### src/rtl/reg_shift_sequencer.sv
// Multi-cycle sequencer for ARM register-specified shifts: shifts Rm by Rs[7:0],
// at most STEP bits per cycle, with ARM out-of-range and carry semantics; stalls the pipeline while busy.
module reg_shift_sequencer #(
    parameter int STEP = 8
) (
    input  logic        clk_i,
    input  logic        rst_n_i,
    input  logic        start_i,
    input  logic        flush_i,
    input  logic [1:0]  shift_type_i,
    input  logic [7:0]  shift_amt_i,
    input  logic [31:0] val_rm_i,
    input  logic        carry_in_i,
    output logic        busy_o,
    output logic        stall_o,
    output logic        done_o,
    output logic [31:0] result_o,
    output logic        carry_out_o
);

    typedef enum logic [1:0] {
        IDLE  = 2'd0,
        SHIFT = 2'd1,
        DONE  = 2'd2
    } state_t;

    localparam logic [1:0] TYPE_LSL = 2'b00;
    localparam logic [1:0] TYPE_LSR = 2'b01;
    localparam logic [1:0] TYPE_ASR = 2'b10;
    localparam logic [1:0] TYPE_ROR = 2'b11;
    localparam logic [5:0] STEP_W   = 6'(STEP);

    state_t      state_q;
    logic [1:0]  shiftType_q;
    logic [5:0]  remaining_q;
    logic [31:0] result_q;
    logic        carryOut_q;

    logic [5:0]  effCount;
    logic        zeroCarry;
    logic [5:0]  stepCount;
    logic [32:0] extLeft;
    logic [32:0] extRight;
    logic [32:0] extArith;
    logic [31:0] rotated;
    logic [31:0] shifted_d;
    logic        shiftCarry_d;
    logic [5:0]  remaining_d;

    // Effective count saturates where further shifting cannot change result or carry.
    always_comb begin
        effCount = 6'd0;
        unique case (shift_type_i)
            TYPE_LSL, TYPE_LSR: effCount = (shift_amt_i > 8'd33) ? 6'd33 : shift_amt_i[5:0];
            TYPE_ASR:           effCount = (shift_amt_i > 8'd32) ? 6'd32 : shift_amt_i[5:0];
            default:            effCount = {1'b0, shift_amt_i[4:0]};
        endcase
    end

    // Zero effective count means either amount 0 (carry passes through) or ROR by a multiple of 32.
    assign zeroCarry = (shift_amt_i == 8'd0) ? carry_in_i : val_rm_i[31];

    always_comb begin
        stepCount    = (remaining_q > STEP_W) ? STEP_W : remaining_q;
        extLeft      = {1'b0, result_q} << stepCount;
        extRight     = {result_q, 1'b0} >> stepCount;
        extArith     = $signed({result_q, 1'b0}) >>> stepCount;
        rotated      = (result_q >> stepCount) | (result_q << (6'd32 - stepCount));
        shifted_d    = result_q;
        shiftCarry_d = carryOut_q;
        unique case (shiftType_q)
            TYPE_LSL: begin
                shifted_d    = extLeft[31:0];
                shiftCarry_d = extLeft[32];
            end
            TYPE_LSR: begin
                shifted_d    = extRight[32:1];
                shiftCarry_d = extRight[0];
            end
            TYPE_ASR: begin
                shifted_d    = extArith[32:1];
                shiftCarry_d = extArith[0];
            end
            default: begin
                shifted_d    = rotated;
                shiftCarry_d = rotated[31];
            end
        endcase
        remaining_d = remaining_q - stepCount;
    end

    always_ff @(posedge clk_i) begin
        if (!rst_n_i) begin
            state_q     <= IDLE;
            shiftType_q <= TYPE_LSL;
            remaining_q <= 6'd0;
            result_q    <= 32'd0;
            carryOut_q  <= 1'b0;
        end else if (flush_i) begin
            state_q <= IDLE;
        end else begin
            unique case (state_q)
                IDLE: begin
                    if (start_i) begin
                        shiftType_q <= shift_type_i;
                        result_q    <= val_rm_i;
                        remaining_q <= effCount;
                        if (effCount == 6'd0) begin
                            carryOut_q <= zeroCarry;
                            state_q    <= DONE;
                        end else begin
                            carryOut_q <= carry_in_i;
                            state_q    <= SHIFT;
                        end
                    end
                end
                SHIFT: begin
                    result_q    <= shifted_d;
                    carryOut_q  <= shiftCarry_d;
                    remaining_q <= remaining_d;
                    if (remaining_d == 6'd0) begin
                        state_q <= DONE;
                    end
                end
                DONE: begin
                    state_q <= IDLE;
                end
                default: begin
                    state_q <= IDLE;
                end
            endcase
        end
    end

    assign busy_o      = (state_q != IDLE);
    assign done_o      = (state_q == DONE);
    assign stall_o     = busy_o | (start_i & ~flush_i);
    assign result_o    = result_q;
    assign carry_out_o = carryOut_q;

endmodule

### config.mk
export PLATFORM = sky130hd
export DESIGN_NAME = reg_shift_sequencer
export DESIGN_NICKNAME = d
export VERILOG_FILES = /design/src/rtl/reg_shift_sequencer.sv
export SDC_FILE = /design/constraint.sdc
export NUM_CORES = 1
export LEC_CHECK = 0
export ABC_CLOCK_PERIOD_IN_PS = 8400
export CAP_MARGIN = 20
export CORE_ASPECT_RATIO = 1.5
export CORE_MARGIN = 2
export CORE_UTILIZATION = 45
export CTS_CLUSTER_SIZE = 24
export DETAILED_ROUTE_END_ITERATION = 8
export PLACE_DENSITY = 0.65
export SETUP_SLACK_MARGIN = 0.2
export SLEW_MARGIN = 20
export SYNTH_ARGS = -nofsm -noshare
export SYNTH_HDL_FRONTEND = slang
export SYNTH_SLANG_ARGS = --single-unit
### constraint.sdc
create_clock -name clk_i -period 8.4 [get_ports clk_i]
set_input_delay 1.26 -clock clk_i [delete_from_list [all_inputs] [get_ports clk_i]]
set_output_delay 1.26 -clock clk_i [all_outputs]
set_load 0.02 [all_outputs]
Yosys cells after proc, flatten, opt, wreduce, memory -nomap -nowiden
Cells that the tools add are included.
{ "word_totals": {"mem_bits_ro": 0, "in_bits": 47, "mem_count": 0, "ff_bits": 43, "ramBits": 0, "wordCells": 59, "out_inout_bits": 36, "latch_bits": 0} }
{ "op_classes": {"n_shift": 5, "mux": 18, "mul": 0, "reduce_logical": 13, "n_addsub": 2, "div_mod_pow": 0, "n_eq_ne": 8, "bitwise_logic": 5, "n_lt_le_gt_ge": 3} }
{ "ops": {"columns": ["cell", "count"], "rows": [
  ["$pmux W32 S3", 1],
  ["$pmux W32 S2", 1],
  ["$shl A32 B6 Y33", 1],
  ["$shr A33 B6 Y33", 1],
  ["$sshr A33 B6 Y33", 1],
  ["$mux W32", 1],
  ["$or A32 B32 Y32", 1],
  ["$shl A32 B6 Y32", 1],
  ["$shr A32 B6 Y32", 1],
  ["$mux W6", 4],
  ["$pmux W6 S2", 2],
  ["$gt A8 B6 Y1 const B", 2],
  ["$logic_not A6 Y1", 2],
  ["$logic_not A8 Y1", 1],
  ["$eq A2 B1 Y1 const B", 3],
  ["$eq A2 B2 Y1 const B", 3],
  ["$gt A6 B4 Y1 const B", 1],
  ["$logic_not A2 Y1", 3],
  ["$mux W2", 3],
  ["$reduce_and A3 Y1", 2],
  ["$sub A6 B6 Y6", 1],
  ["$sub A6 B6 Y6 const A", 1],
  ["$ne A2 B2 Y1 const B", 2],
  ["$pmux W2 S2", 1],
  ["other kinds (9)", 14]
]} }

Logic depth before layout (Yosys ltp)
{ "depth": {"word_depth": 7, "depth_mapped": 16} }

Worst setup path after synthesis
Ideal clock, no wire load.
{ "synth_timing": {"path_type": "flip-flop to flip-flop", "start": "register remaining_q[5]", "end": "register result_q[28], in the netlist result_o[28]", "required_time_ns": 8.280, "period_less_slack_ns": 3.438, "setup_ns": 0.120, "path_stages_with_launch": 17, "setup_slack_ns": 4.962, "arrival_time_ns": 3.319, "cell_sequence": "dfxtp_1 > buf_6 > nor4b_4 > inv_2 > buf_4 > buf_2 > buf_2 > buf_2 > ha_1 > inv_1 > clkbuf_1 > mux4_2 > nand2_1 > nand2_1 > a221oi_1 > a21oi_1 > o31a_1"} }
{ "synth_between": {"elab_chain_len": 7} }
{ "synth_lines": {"columns": ["item", "line_no", "text"], "rows": [
  ["start, declared", "35", "logic [5:0] remaining_q;"],
  ["start signal, assigned", "107", "remaining_q <= effCount;"],
  ["start signal, assigned", "120", "remaining_q <= remaining_d;"],
  ["$gt A6 B4 Y1", "64", "stepCount = (remaining_q > STEP_W) ? STEP_W : remaining_q;"],
  ["$mux W6 *", "64", null],
  ["$sub A6 B6 Y6", "68", "rotated = (result_q >> stepCount) | (result_q << (6'd32 - stepCount));"],
  ["$shl A32 B6 Y32", "68", null],
  ["$or A32 B32 Y32", "68", null],
  ["$pmux W32 S3 *", "71", "unique case (shiftType_q)"],
  ["$pmux W32 S2 *", "102", "unique case (state_q)"],
  ["end signal, assigned", "106", "result_q <= val_rm_i;"],
  ["end signal, assigned", "118", "result_q <= shifted_d;"],
  ["end, declared", "36", "logic [31:0] result_q;"]
]} }
Mark *: on every way between the ends. The rest lies on a longest branch, timed or not.
A chain may end at the register's enable or synchronous reset.

Worst setup path after layout
{ "layout_timing": {"start": "register remaining_q[1]", "end": "register result_q[29], in the netlist result_o[29]"} }
The elaborated chain is that of the path after synthesis.

==> results.yml <==
outcome:
  status: "finished, final reports clean"
critical_path:
  worst_path_most_repeated_cell: "buf_4"
  crit_chain: "buf_4, nor4b_4, buf_4, inv_4, ha_1, inv_1, mux4_2, o21ai_0, a21oi_1, a2111oi_0, a211oi_1"
  path_buf_inv: 4
  crit_arrival_ns: 5.07
  crit_path_end_kind: "register"
  r2r_slack_ns: 3.49
  crit_cells: 11
  critPathLaunch: "remaining_q[1]"
  critPathTopFamily: "buffers and inverters"
  worst-path-max-fanout: 61
  timing.rr.start: "remaining_q[1]"
  reg2regPathDepth: 11
  critPathRequiredTime_ns: 8.57
  path_class: "register to register"
  endpoint: "result_o[29]"
  cp-start-kind: "register"
  max_stage_delay_ns: 0.72
  r2r_end: "result_o[29]"
  cp_slowest_cell: "inv_1"
finish:
  area_growth_syn_to_layout_pct: 12.2
  fillCellCount: 1585
  drive_gt1_frac: 0.0709
  fin_nets: 1063
  multi_input_area_mm2: 0.00543
  antenna_cells: 0
  fin_area_mm2: 0.00769
  seqCellArea_um2: 862
  final_util: 0.513
detailed_routing:
  dr_wl_met3_um: 4170
  firstDrtPassIters: 6
  top_layer: "met5"
  drt_wl_total_um: 34000
  drcViolationCount: 0
  drtIter0Drc: 1279
  met2_length_um: 15100
  drt-wirelength-per-cell_um: 28.0
  routed_via_density: 7.22
  vias: 8766
  met1_length_um: 12300
  ant_nets: 0
die:
  coreArea_mm2: 0.0150
  die_y_um: 155
  die-area_mm2: 0.0163
  io_pins: 83
  die_w_um: 105
  start_util: 0.457
  placementRows: 55
synthesis:
  synthCells: 1029
  synth_xor_area_frac: 0.00365
  ys_seq_area_frac: 0.126
  synth_cell_types: 71
  yosysMostFrequentCell: "nand2_1"
  yosysWarningCount: 0
  synth_nets: 1078
  synth_edf_count: 0
  syn_avg_cell_area_um2: 6.67
  synth.cells.most_frequent: "167 x nand2_1, 97 x a21oi_1, 87 x mux2i_1"
  synth_compound_area_frac: 0.326
  synth_top_family_by_area: "compound AO/OA/AOI/OAI gates"
  synth_top_area_share: 0.127
  synth-seq-cells: 43
  synth_fa_ha_area_frac: 0.00365
  synth_ff_type: "dfxtp_1"
  synthSimpleGateAreaFrac: 0.269
  synth_area_leaders: "mux2i_1 13%, dfxtp_1 13%, nand2_1 9.1%"
  synth_mux_area_frac: 0.186
  netlist_area_mm2: 0.00686
  synth_top_area_cell: "mux2i_1"
  synthArstFlopShare: 0
grt:
  grt_util_all_layers: 0.402
  grt_start_max_net_pins: 66
  grt_pass1_vias: 8058
  grt_pass1_wl_um: 50000
  grt_overflow_total: 0
  antenna_found_initial: 1
clock_network:
  cts_tree: "done"
  hold_buffers: 0
  cts.sinks: 43
  post-cts-setup-buffers: 0
  ctsResizeCount: 0
  clk_latency_ns: 0.30
  clk_path_buf_depth: 2
  cts_buffers: 5
  cts_root_buf: "clkbuf_16"
  htreeDepth: 2
  clkTransAtPathRegs_ns: 0.07
placement:
  io_buffers: 82
  dp_hpwl_um: 22900
  gp_congestion: 1.00
  postPlaceCellArea_mm2: 0.00755
timing:
  finalCriticalPeriod_ns: 4.91
  finalCritPeriodShare: 0.584
  fin_tns_setup_ns: 0
  fin_skew_ns: 0.00977
  max_freq_mhz: 204
  hold_violations: 0
  setup_viol: 0
  tightest_slew_ns: 1.01
  rsz0062_at_grt: "no"
  slew_violations: 0
  relSlewSlack: 0.325
pwr:
  vdd_drop_max_uv: 101
  p_seq_frac: 0.277
  leakage_nw: 2.75
  intPower_mw: 0.521
  switching_power_mw: 0.501
  combPwrFrac: 0.520
  switching_share: 0.491
  power_density_mw_per_mm2: 133
  clkPwrFrac: 0.204
job:
  maxCapViolCount: 0
worst_hold_path:
  hp-start: "carry_out_o"
  hp-class: "register to register"
per-stage QoR:
step,hold slack (ns),setup WS (ns),power (mW),cells
2_1_floorplan,0.525,4.96,0.602,1029
3_3_place_gp,0.441,3.67,0.796,1206
3_5_place_dp,0.449,3.63,0.793,1206
4_1_cts,0.462,3.60,0.994,1214
5_1_grt,0.485,3.27,1.05,1214
6_report,0.466,3.49,1.02,1214
logic make-up (layout without fill, tap and decap cells):
kind of cell / Yosys count / count (layout)
xor gates and xnor gates: 2 / 2
other: 1 / 1
DFF: 43 / 43
AOI/OAI and AO/OA: 349 / 349
muxes: 112 / 112
buffers and inverters: 135 / 121
adders and majority gates: 2 / 2
and+or+nand+nor: 385 / 385
per-layer routing:
metal / vias to the layer above / track usage
li1: 3804 / -
met1: 4062 / 0.500
met2: 746 / 0.648
met3: 152 / 0.0750
met4: 2 / 0.234
met5: - / 0
worst reg2reg max path: stages (launching register included):
cell	delay [ns]
dfxtp_2	0.31
buf_4	0.57
nor4b_4	0.32
buf_4	0.58
inv_4	0.49
ha_1	0.62
inv_1	0.72
mux4_2	0.42
o21ai_0	0.16
a21oi_1	0.06
a2111oi_0	0.41
a211oi_1	0.10
cells in the final DEF, fill, tap and decap left out, types with 5 or more instances in the layout:
cell	instances
o221ai_1	7
a221oi_1	14
buf_4	20
clkbuf_16	5
nand4_1	6
nor2_1	65
mux2i_1	87
inv_1	9
o22ai_1	7
nand2b_1	7
mux4_2	11
or3_1	13
nor3_1	24
and3_1	13
nor4_1	5
mux2_2	14
a211o_1	5
o21ai_0	74
nor3b_1	5
nor2b_1	16
a21oi_1	97
a211oi_1	28
o211ai_1	27
clkdlybuf4s50_1	82
dfxtp_1	42
o21ai_1	5
a22oi_1	7
nand2_1	167
a31oi_1	24
nand3_1	42
a2111oi_0	5
how the worst min path moves through the flow:
stage          slack [ns]           to  depth (start not counted)
2_1_floorplan        0.53  carry_out_o                          2
3_3_place_gp         0.44  carry_out_o                          2
3_5_place_dp         0.45  carry_out_o                          2
4_1_cts              0.46  carry_out_o                          2
5_1_grt              0.49  carry_out_o                          2
6_report             0.47  carry_out_o                          2
final cells by class:
cell class | count | area share
Inverter | 11 | 0.00585
Sequential cell | 43 | 0.112
Tap cell | 199 | 0.0324
Timing Repair Buffer | 102 | 0.126
Multi-Input combinational cell | 851 | 0.705
Clock buffer | 6 | 0.0168
Clock inverter | 2 | 0.00163
sequential cells by signal, indices dropped and copies added (netlist names):
| signal | cells |
|---|---|
| state_q | 2 |
| carry_out_o | 1 |
| shiftType_q | 2 |
| result_o | 32 |
| remaining_q | 6 |
power by group through the flow:
stage               clock (mW)  combinational, mW  sequential, mW
CTS                      0.204              0.513           0.277
global route             0.211              0.557           0.281
floorplan                    0              0.351           0.251
detailed placement           0              0.512           0.282
finish                   0.208              0.531           0.283
global placement             0              0.514           0.283
(Power assumes the default switching activity.)
